`config.mk`:
```
export PLATFORM = sky130hd
export DESIGN_NAME = i2c_master_ctrl
export DESIGN_NICKNAME = d
export VERILOG_FILES = /design/src/rtl/i2c_master_ctrl.sv
export SDC_FILE = /design/constraint.sdc
export NUM_CORES = 1
export LEC_CHECK = 0
export BUFFER_PORTS_ARGS = -buffer_cell sky130_fd_sc_hd__buf_4
export CELL_PAD_IN_SITES_DETAIL_PLACEMENT = 0
export CELL_PAD_IN_SITES_GLOBAL_PLACEMENT = 2
export CORE_MARGIN = 3
export CORE_UTILIZATION = 32
export CTS_CLUSTER_SIZE = 14
export DETAILED_ROUTE_END_ITERATION = 12
export GPL_TIMING_DRIVEN = 0
export PLACE_DENSITY_LB_ADDON = 0.3
export SLEW_MARGIN = 25
export SYNTH_ARGS = -nofsm -noshare
export SYNTH_HDL_FRONTEND = slang
export SYNTH_SLANG_ARGS = --single-unit
```
`constraint.sdc`:
```
create_clock -name clk -period 2.1 [get_ports clk]
set_input_delay 0.21 -clock clk [delete_from_list [all_inputs] [get_ports clk]]
set_output_delay 0.21 -clock clk [all_outputs]
set_load 0.005 [all_outputs]
```
`src/rtl/i2c_master_ctrl.sv`:
```
// Single-byte I2C master controller.
// Sequences START, 7-bit address + R/W, address ACK, one data byte,
// data ACK (write) or master NACK (read), then STOP. Every bus phase is
// built from quarter-periods of CLK_DIV clocks; a slave holding SCL low
// while the master has released it freezes the quarter counter.
module i2c_master_ctrl #(
    parameter int CLK_DIV = 250
) (
    input  logic       clk,
    input  logic       reset,
    input  logic       cmd_valid,
    output logic       cmd_ready,
    input  logic       cmd_rw,
    input  logic [6:0] cmd_addr,
    input  logic [7:0] cmd_wdata,
    output logic       rsp_valid,
    output logic [7:0] rsp_rdata,
    output logic       rsp_nack,
    output logic       busy,
    output logic       scl_drive_low,
    output logic       sda_drive_low,
    input  logic       scl_in,
    input  logic       sda_in
);

    localparam int            CW       = $clog2(CLK_DIV);
    localparam logic [CW-1:0] CNT_LAST = CW'(CLK_DIV - 1);
    localparam logic [CW-1:0] CNT_ONE  = CW'(1);

    typedef enum logic [3:0] {
        IDLE,
        START,
        ADDR,
        ADDR_ACK,
        WRITE,
        WR_ACK,
        READ,
        RD_ACK,
        STOP,
        DONE
    } state_t;

    state_t        state, state_nx;
    logic [1:0]    qtr, qtr_nx;
    logic [CW-1:0] cnt, cnt_nx;
    logic [2:0]    bit_idx, bit_idx_nx;
    logic [7:0]    shreg, shreg_nx;
    logic [7:0]    wdata_q, wdata_nx;
    logic          rw_q, rw_nx;
    logic [7:0]    rdata_nx;
    logic          nack_nx;
    logic [1:0]    drv_nx;
    logic          stretch;
    logic          qend;

    // Pin levels for a given phase: {scl_drive_low, sda_drive_low}.
    function automatic logic [1:0] drive(input state_t s, input logic [1:0] qq, input logic b);
        logic [1:0] d;
        d = 2'b00;
        case (s)
            START: begin
                case (qq)
                    2'd2:    d = 2'b01;
                    2'd3:    d = 2'b11;
                    default: d = 2'b00;
                endcase
            end
            ADDR, WRITE:                    d = {(qq < 2'd2), ~b};
            ADDR_ACK, WR_ACK, READ, RD_ACK: d = {(qq < 2'd2), 1'b0};
            STOP: begin
                case (qq)
                    2'd0:    d = 2'b11;
                    2'd3:    d = 2'b00;
                    default: d = 2'b01;
                endcase
            end
            default: d = 2'b00;
        endcase
        return d;
    endfunction

    assign cmd_ready = (state == IDLE);
    // The slave is stretching when we released SCL but the bus is still low.
    assign stretch   = ~scl_drive_low & ~scl_in;
    assign qend      = (cnt == CNT_LAST) && !stretch;

    // Next-state, shift/sample datapath and next pin levels.
    always_comb begin
        state_nx   = state;
        qtr_nx     = qtr;
        cnt_nx     = cnt;
        bit_idx_nx = bit_idx;
        shreg_nx   = shreg;
        wdata_nx   = wdata_q;
        rw_nx      = rw_q;
        rdata_nx   = rsp_rdata;
        nack_nx    = rsp_nack;
        case (state)
            IDLE: begin
                if (cmd_valid) begin
                    state_nx   = START;
                    qtr_nx     = 2'd0;
                    cnt_nx     = '0;
                    bit_idx_nx = 3'd0;
                    shreg_nx   = {cmd_addr, cmd_rw};
                    wdata_nx   = cmd_wdata;
                    rw_nx      = cmd_rw;
                    rdata_nx   = 8'h00;
                    nack_nx    = 1'b0;
                end
            end
            DONE: state_nx = IDLE;
            default: begin
                if (!stretch) cnt_nx = qend ? '0 : cnt + CNT_ONE;
                if (qend) begin
                    qtr_nx = qtr + 2'd1;
                    case (state)
                        START: begin
                            if (qtr == 2'd3) begin
                                state_nx   = ADDR;
                                bit_idx_nx = 3'd0;
                            end
                        end
                        ADDR, WRITE: begin
                            if (qtr == 2'd3) begin
                                shreg_nx   = {shreg[6:0], 1'b0};
                                bit_idx_nx = bit_idx + 3'd1;
                                if (bit_idx == 3'd7)
                                    state_nx = (state == ADDR) ? ADDR_ACK : WR_ACK;
                            end
                        end
                        ADDR_ACK: begin
                            if (qtr == 2'd2) nack_nx = sda_in;
                            if (qtr == 2'd3) begin
                                bit_idx_nx = 3'd0;
                                shreg_nx   = wdata_q;
                                if (rsp_nack)  state_nx = STOP;
                                else if (rw_q) state_nx = READ;
                                else           state_nx = WRITE;
                            end
                        end
                        WR_ACK: begin
                            if (qtr == 2'd2) nack_nx = sda_in;
                            if (qtr == 2'd3) state_nx = STOP;
                        end
                        READ: begin
                            if (qtr == 2'd2) rdata_nx = {rsp_rdata[6:0], sda_in};
                            if (qtr == 2'd3) begin
                                bit_idx_nx = bit_idx + 3'd1;
                                if (bit_idx == 3'd7) state_nx = RD_ACK;
                            end
                        end
                        RD_ACK: begin
                            if (qtr == 2'd3) state_nx = STOP;
                        end
                        STOP: begin
                            if (qtr == 2'd3) state_nx = DONE;
                        end
                        default: state_nx = IDLE;
                    endcase
                end
            end
        endcase
        drv_nx = drive(state_nx, qtr_nx, shreg_nx[7]);
    end

    // State and registered outputs; reset releases both bus lines at once.
    always_ff @(posedge clk or posedge reset) begin
        if (reset) begin
            state         <= IDLE;
            qtr           <= 2'd0;
            cnt           <= '0;
            bit_idx       <= 3'd0;
            shreg         <= 8'h00;
            wdata_q       <= 8'h00;
            rw_q          <= 1'b0;
            rsp_rdata     <= 8'h00;
            rsp_nack      <= 1'b0;
            rsp_valid     <= 1'b0;
            busy          <= 1'b0;
            scl_drive_low <= 1'b0;
            sda_drive_low <= 1'b0;
        end else begin
            state         <= state_nx;
            qtr           <= qtr_nx;
            cnt           <= cnt_nx;
            bit_idx       <= bit_idx_nx;
            shreg         <= shreg_nx;
            wdata_q       <= wdata_nx;
            rw_q          <= rw_nx;
            rsp_rdata     <= rdata_nx;
            rsp_nack      <= nack_nx;
            rsp_valid     <= (state_nx == DONE);
            busy          <= (state_nx != IDLE);
            scl_drive_low <= drv_nx[1];
            sda_drive_low <= drv_nx[0];
        end
    end

endmodule

```
==> metrics.md <==
| Metric | Value |
|---|---|
| Row cnt | 32 |
| I/O Pins | 35 |
| Critical R2R Capture | scl_drive_low |
| Die ar. | 0.00939 mm^2 |
| Ys async rst share | 1.00 |
| Tot GR Track Use | 0.154 |
| Post-Route WL | 7360 um |
| Leak | 1.56 nW |
| Via count | 2,403 |
| WP data required | 2280 ps |
| Final Hold Viols | 32 |
| Starting Density | 0.335 |
| GRT Residual Overflow | 0 |
| Critical path origin | state[1] |
| Internal | 1.30 mW |
| Yosys warning count | 0 |
| CP Class | reg2reg |
| Drt initial violations | 103 |
| Synth area leader | dfrtp_1 |
| IO Port Bufs | 34 |
| Kind of end point of the critical path | flop |
| Clock tree buffer depth | 2 |
| Fin Hold WS | -14.6 ps |
| Switching power | 490 uW |
| CTS Buf Count | 5 |
| Post-synth EDFFs | 0 |
| Clk_lat worst skew | 300 ps |
| Post-synth net total | 321 |
| Clock sinks | 47 |
| Tmin final | 2140 ps |
| CP max FO | 9 |
| Layout cells sized above 1 | 0.353 |
| Nets | 374 |
| Wire length per cell | 16.4 um |
| Initial antenna violation count | 0 |
| RSZ-0062 raised after global routing | true |
| Crit start category | flop |
| Worst-Margin Slew | 599 ps |
| Post-route ant nets | 0 |
| Pin count of the biggest net entering global routing | 48 |
| Flop2flop setup slack | -40 ps |
| Synth cell count leaders | nand2_1 (52), dfrtp_1 (47), o21ai_0 (27) |
| Max-cap viol count | 0 |
| Top FF cell, synth | dfrtp_1 |
| DRC viols | 0 |
| Share of power burned in the clock network | 0.301 |
| H-tree levels | 2 |
| Hold_buf cts | 0 |
| Worst Path Arrival | 2310 ps |
| Synth Register Bits | 47 |
| PwrDens | 514 mW/mm^2 |
| Max Clk Rate | 0.468 GHz |
| Dpl hpwl | 4850 um |
| Clock Pin Slew Worst Setup and Hold Paths | 90 ps |
| Vias per std cell | 5.36 |
| Failing checks | hold timing, setup timing |
| Combinational power share | 0.128 |
| Max_slew headroom | 0.600 |
| Root buf cell | clkbuf_8 |
| Die Ht | 96.9 um |
| Sw Share | 0.273 |
| Post-synthesis cell count | 293 |
| Cell Area, Synth | 0.00265 mm^2 |
| Fin Clk Skew | 8.58 ps |
| First-pass GRT wire length | 11,900 um |
| Seq/Total Area, Yosys | 0.445 |
| Final setup vio count | 1 |
| Fin worst setup slack | -36.3 ps |
| Area growth syn-to-layout | 31.6% |
| Setup Total Neg Slack | -36.3 ps |
| Fin. max-slew vios | 0 |
| Reg2reg start | state[1] |
| Most frequent cell after synthesis | nand2_1 |
| GPL Wtd Cong | 0.795 |
| Mean post-synth cell area | 9.03 um^2 |
| Top cells by area, synth | dfrtp_1 (44%), nand2_1 (7.4%), o21ai_0 (5.1%) |
| Via count of the first global-routing pass | 2,283 |
| Core ar. | 0.00789 mm^2 |
| Final design utilization | 0.441 |
| First-pass DRT Iterations | 4 |
| Status | complete, but fails checks |
| Count of different cell masters after synthesis | 53 |
| VDD IR max | 0.266 mV |
| CTS tree | done |
| Register-to-Register Path Depth | 7 |
| Synth top area share | 0.445 |
| Hold Crit Class | in2async |
| Reg power frac | 0.571 |
| Period utilization | 1.02 |
| Die W | 96.9 um |
| Diode count | 0 |
## worst max-delay path by stage
| stage | endpoint | slack (ps) |
|---|---|---|
| 5_1_grt | scl_drive_low | -100 |
| 3_3_place_gp | sda_drive_low | -350 |
| 6_report | scl_drive_low | -40 |
| 3_5_place_dp | sda_drive_low | -330 |
| 4_1_cts | scl_drive_low | -40 |
| 2_1_floorplan | scl_drive_low | 30 |
## layer usage
metal / global-route usage / share of wire / vias to the layer above
met2: 0.243 / 0.47 / 51
li1: - / - / 1159
met5: 0 / 0 / -
met4: 0.0443 / 0.015 / 0
met3: 0.0303 / 0.036 / 10
met1: 0.214 / 0.48 / 1183
## critical path, cell delays in order, from the launching register on
cell and delay [ps]:
dfrtp_2 460, buf_8 150, or4b_1 530, nand4_1 190, o221ai_4 170, o21a_1 160
a311oi_2 270, o22ai_2 100
## layout by cell type, fill, tap and decap left out, types with 4 or more instances in the layout
cell type,instances
buf_4,52
nand2_1,51
dfrtp_1,43
o21ai_0,25
nor2_1,11
nand3_1,8
inv_1,8
and3_1,7
a21oi_1,7
a221o_1,7
ha_1,5
clkbuf_8,5
nor2_2,4
nor3_1,4
clkbuf_2,4
mux2_2,4
a22oi_1,4
nand2b_1,4
a21o_1,4
dfrtp_2,4
## timing repair
action,in CTS,in global routing
pin swaps,7,24
gates resized for setup,28,40
endpoints found under the setup margin,34,23
buffers inserted,7,10
## through the flow
| step | std cells | cell area, um^2 | power (mW) | setup slack [ps] |
|---|---|---|---|---|
| 2_1_floorplan | 293 | 2650 | 1.16 | 25.6 |
| 3_3_place_gp | 429 | 3030 | 1.24 | -346 |
| 3_5_place_dp | 429 | 3030 | 1.24 | -327 |
| 4_1_cts | 440 | 3290 | 1.81 | -42.5 |
| 5_1_grt | 448 | 3480 | 1.90 | -102 |
| 6_report | 448 | 3480 | 1.79 | -36.3 |
## registers in the layout (all words and copies together), names as in the netlist
| signal | cells |
|---|---|
| busy | 1 |
| bit_idx | 3 |
| wdata_q | 8 |
| scl_drive_low | 1 |
| shreg | 8 |
| rw_q | 1 |
| qtr | 2 |
| rsp_nack | 1 |
| state | 4 |
| rsp_rdata | 8 |
| cnt | 8 |
| rsp_valid | 1 |
| sda_drive_low | 1 |
## power groups by stage
stage | sequential [mW] | combinational (mW) | clock, mW
floorplan | 1.03 | 0.138 | 0
global placement | 1.04 | 0.198 | 0
detailed placement | 1.04 | 0.199 | 0
CTS | 1.02 | 0.225 | 0.570
global route | 1.03 | 0.261 | 0.604
finish | 1.02 | 0.230 | 0.539
## area by class of cell
type / instances / area (um^2)
plain buffers: 14 / 98.8
clock buffers: 5 / 68.8
clock inverters: 2 / 13.8
multi-input cells: 217 / 1570
repair buffers: 51 / 383
flip-flops and latches: 47 / 1180
inverters: 10 / 42.5
fillers: 781 / 4410
well taps: 102 / 128
## logic make-up after synthesis
logic type / synth area share
flip-flops: 0.445
AO/OA/AOI/OAI: 0.202
AND/OR/NAND/NOR: 0.243
adder cells (fa/ha/maj): 0.0331
buffers and inverters: 0.0530
XOR/XNOR: 0.00331
multiplexers: 0.0213
No activity file was read; power rests on OpenSTA's default activity.
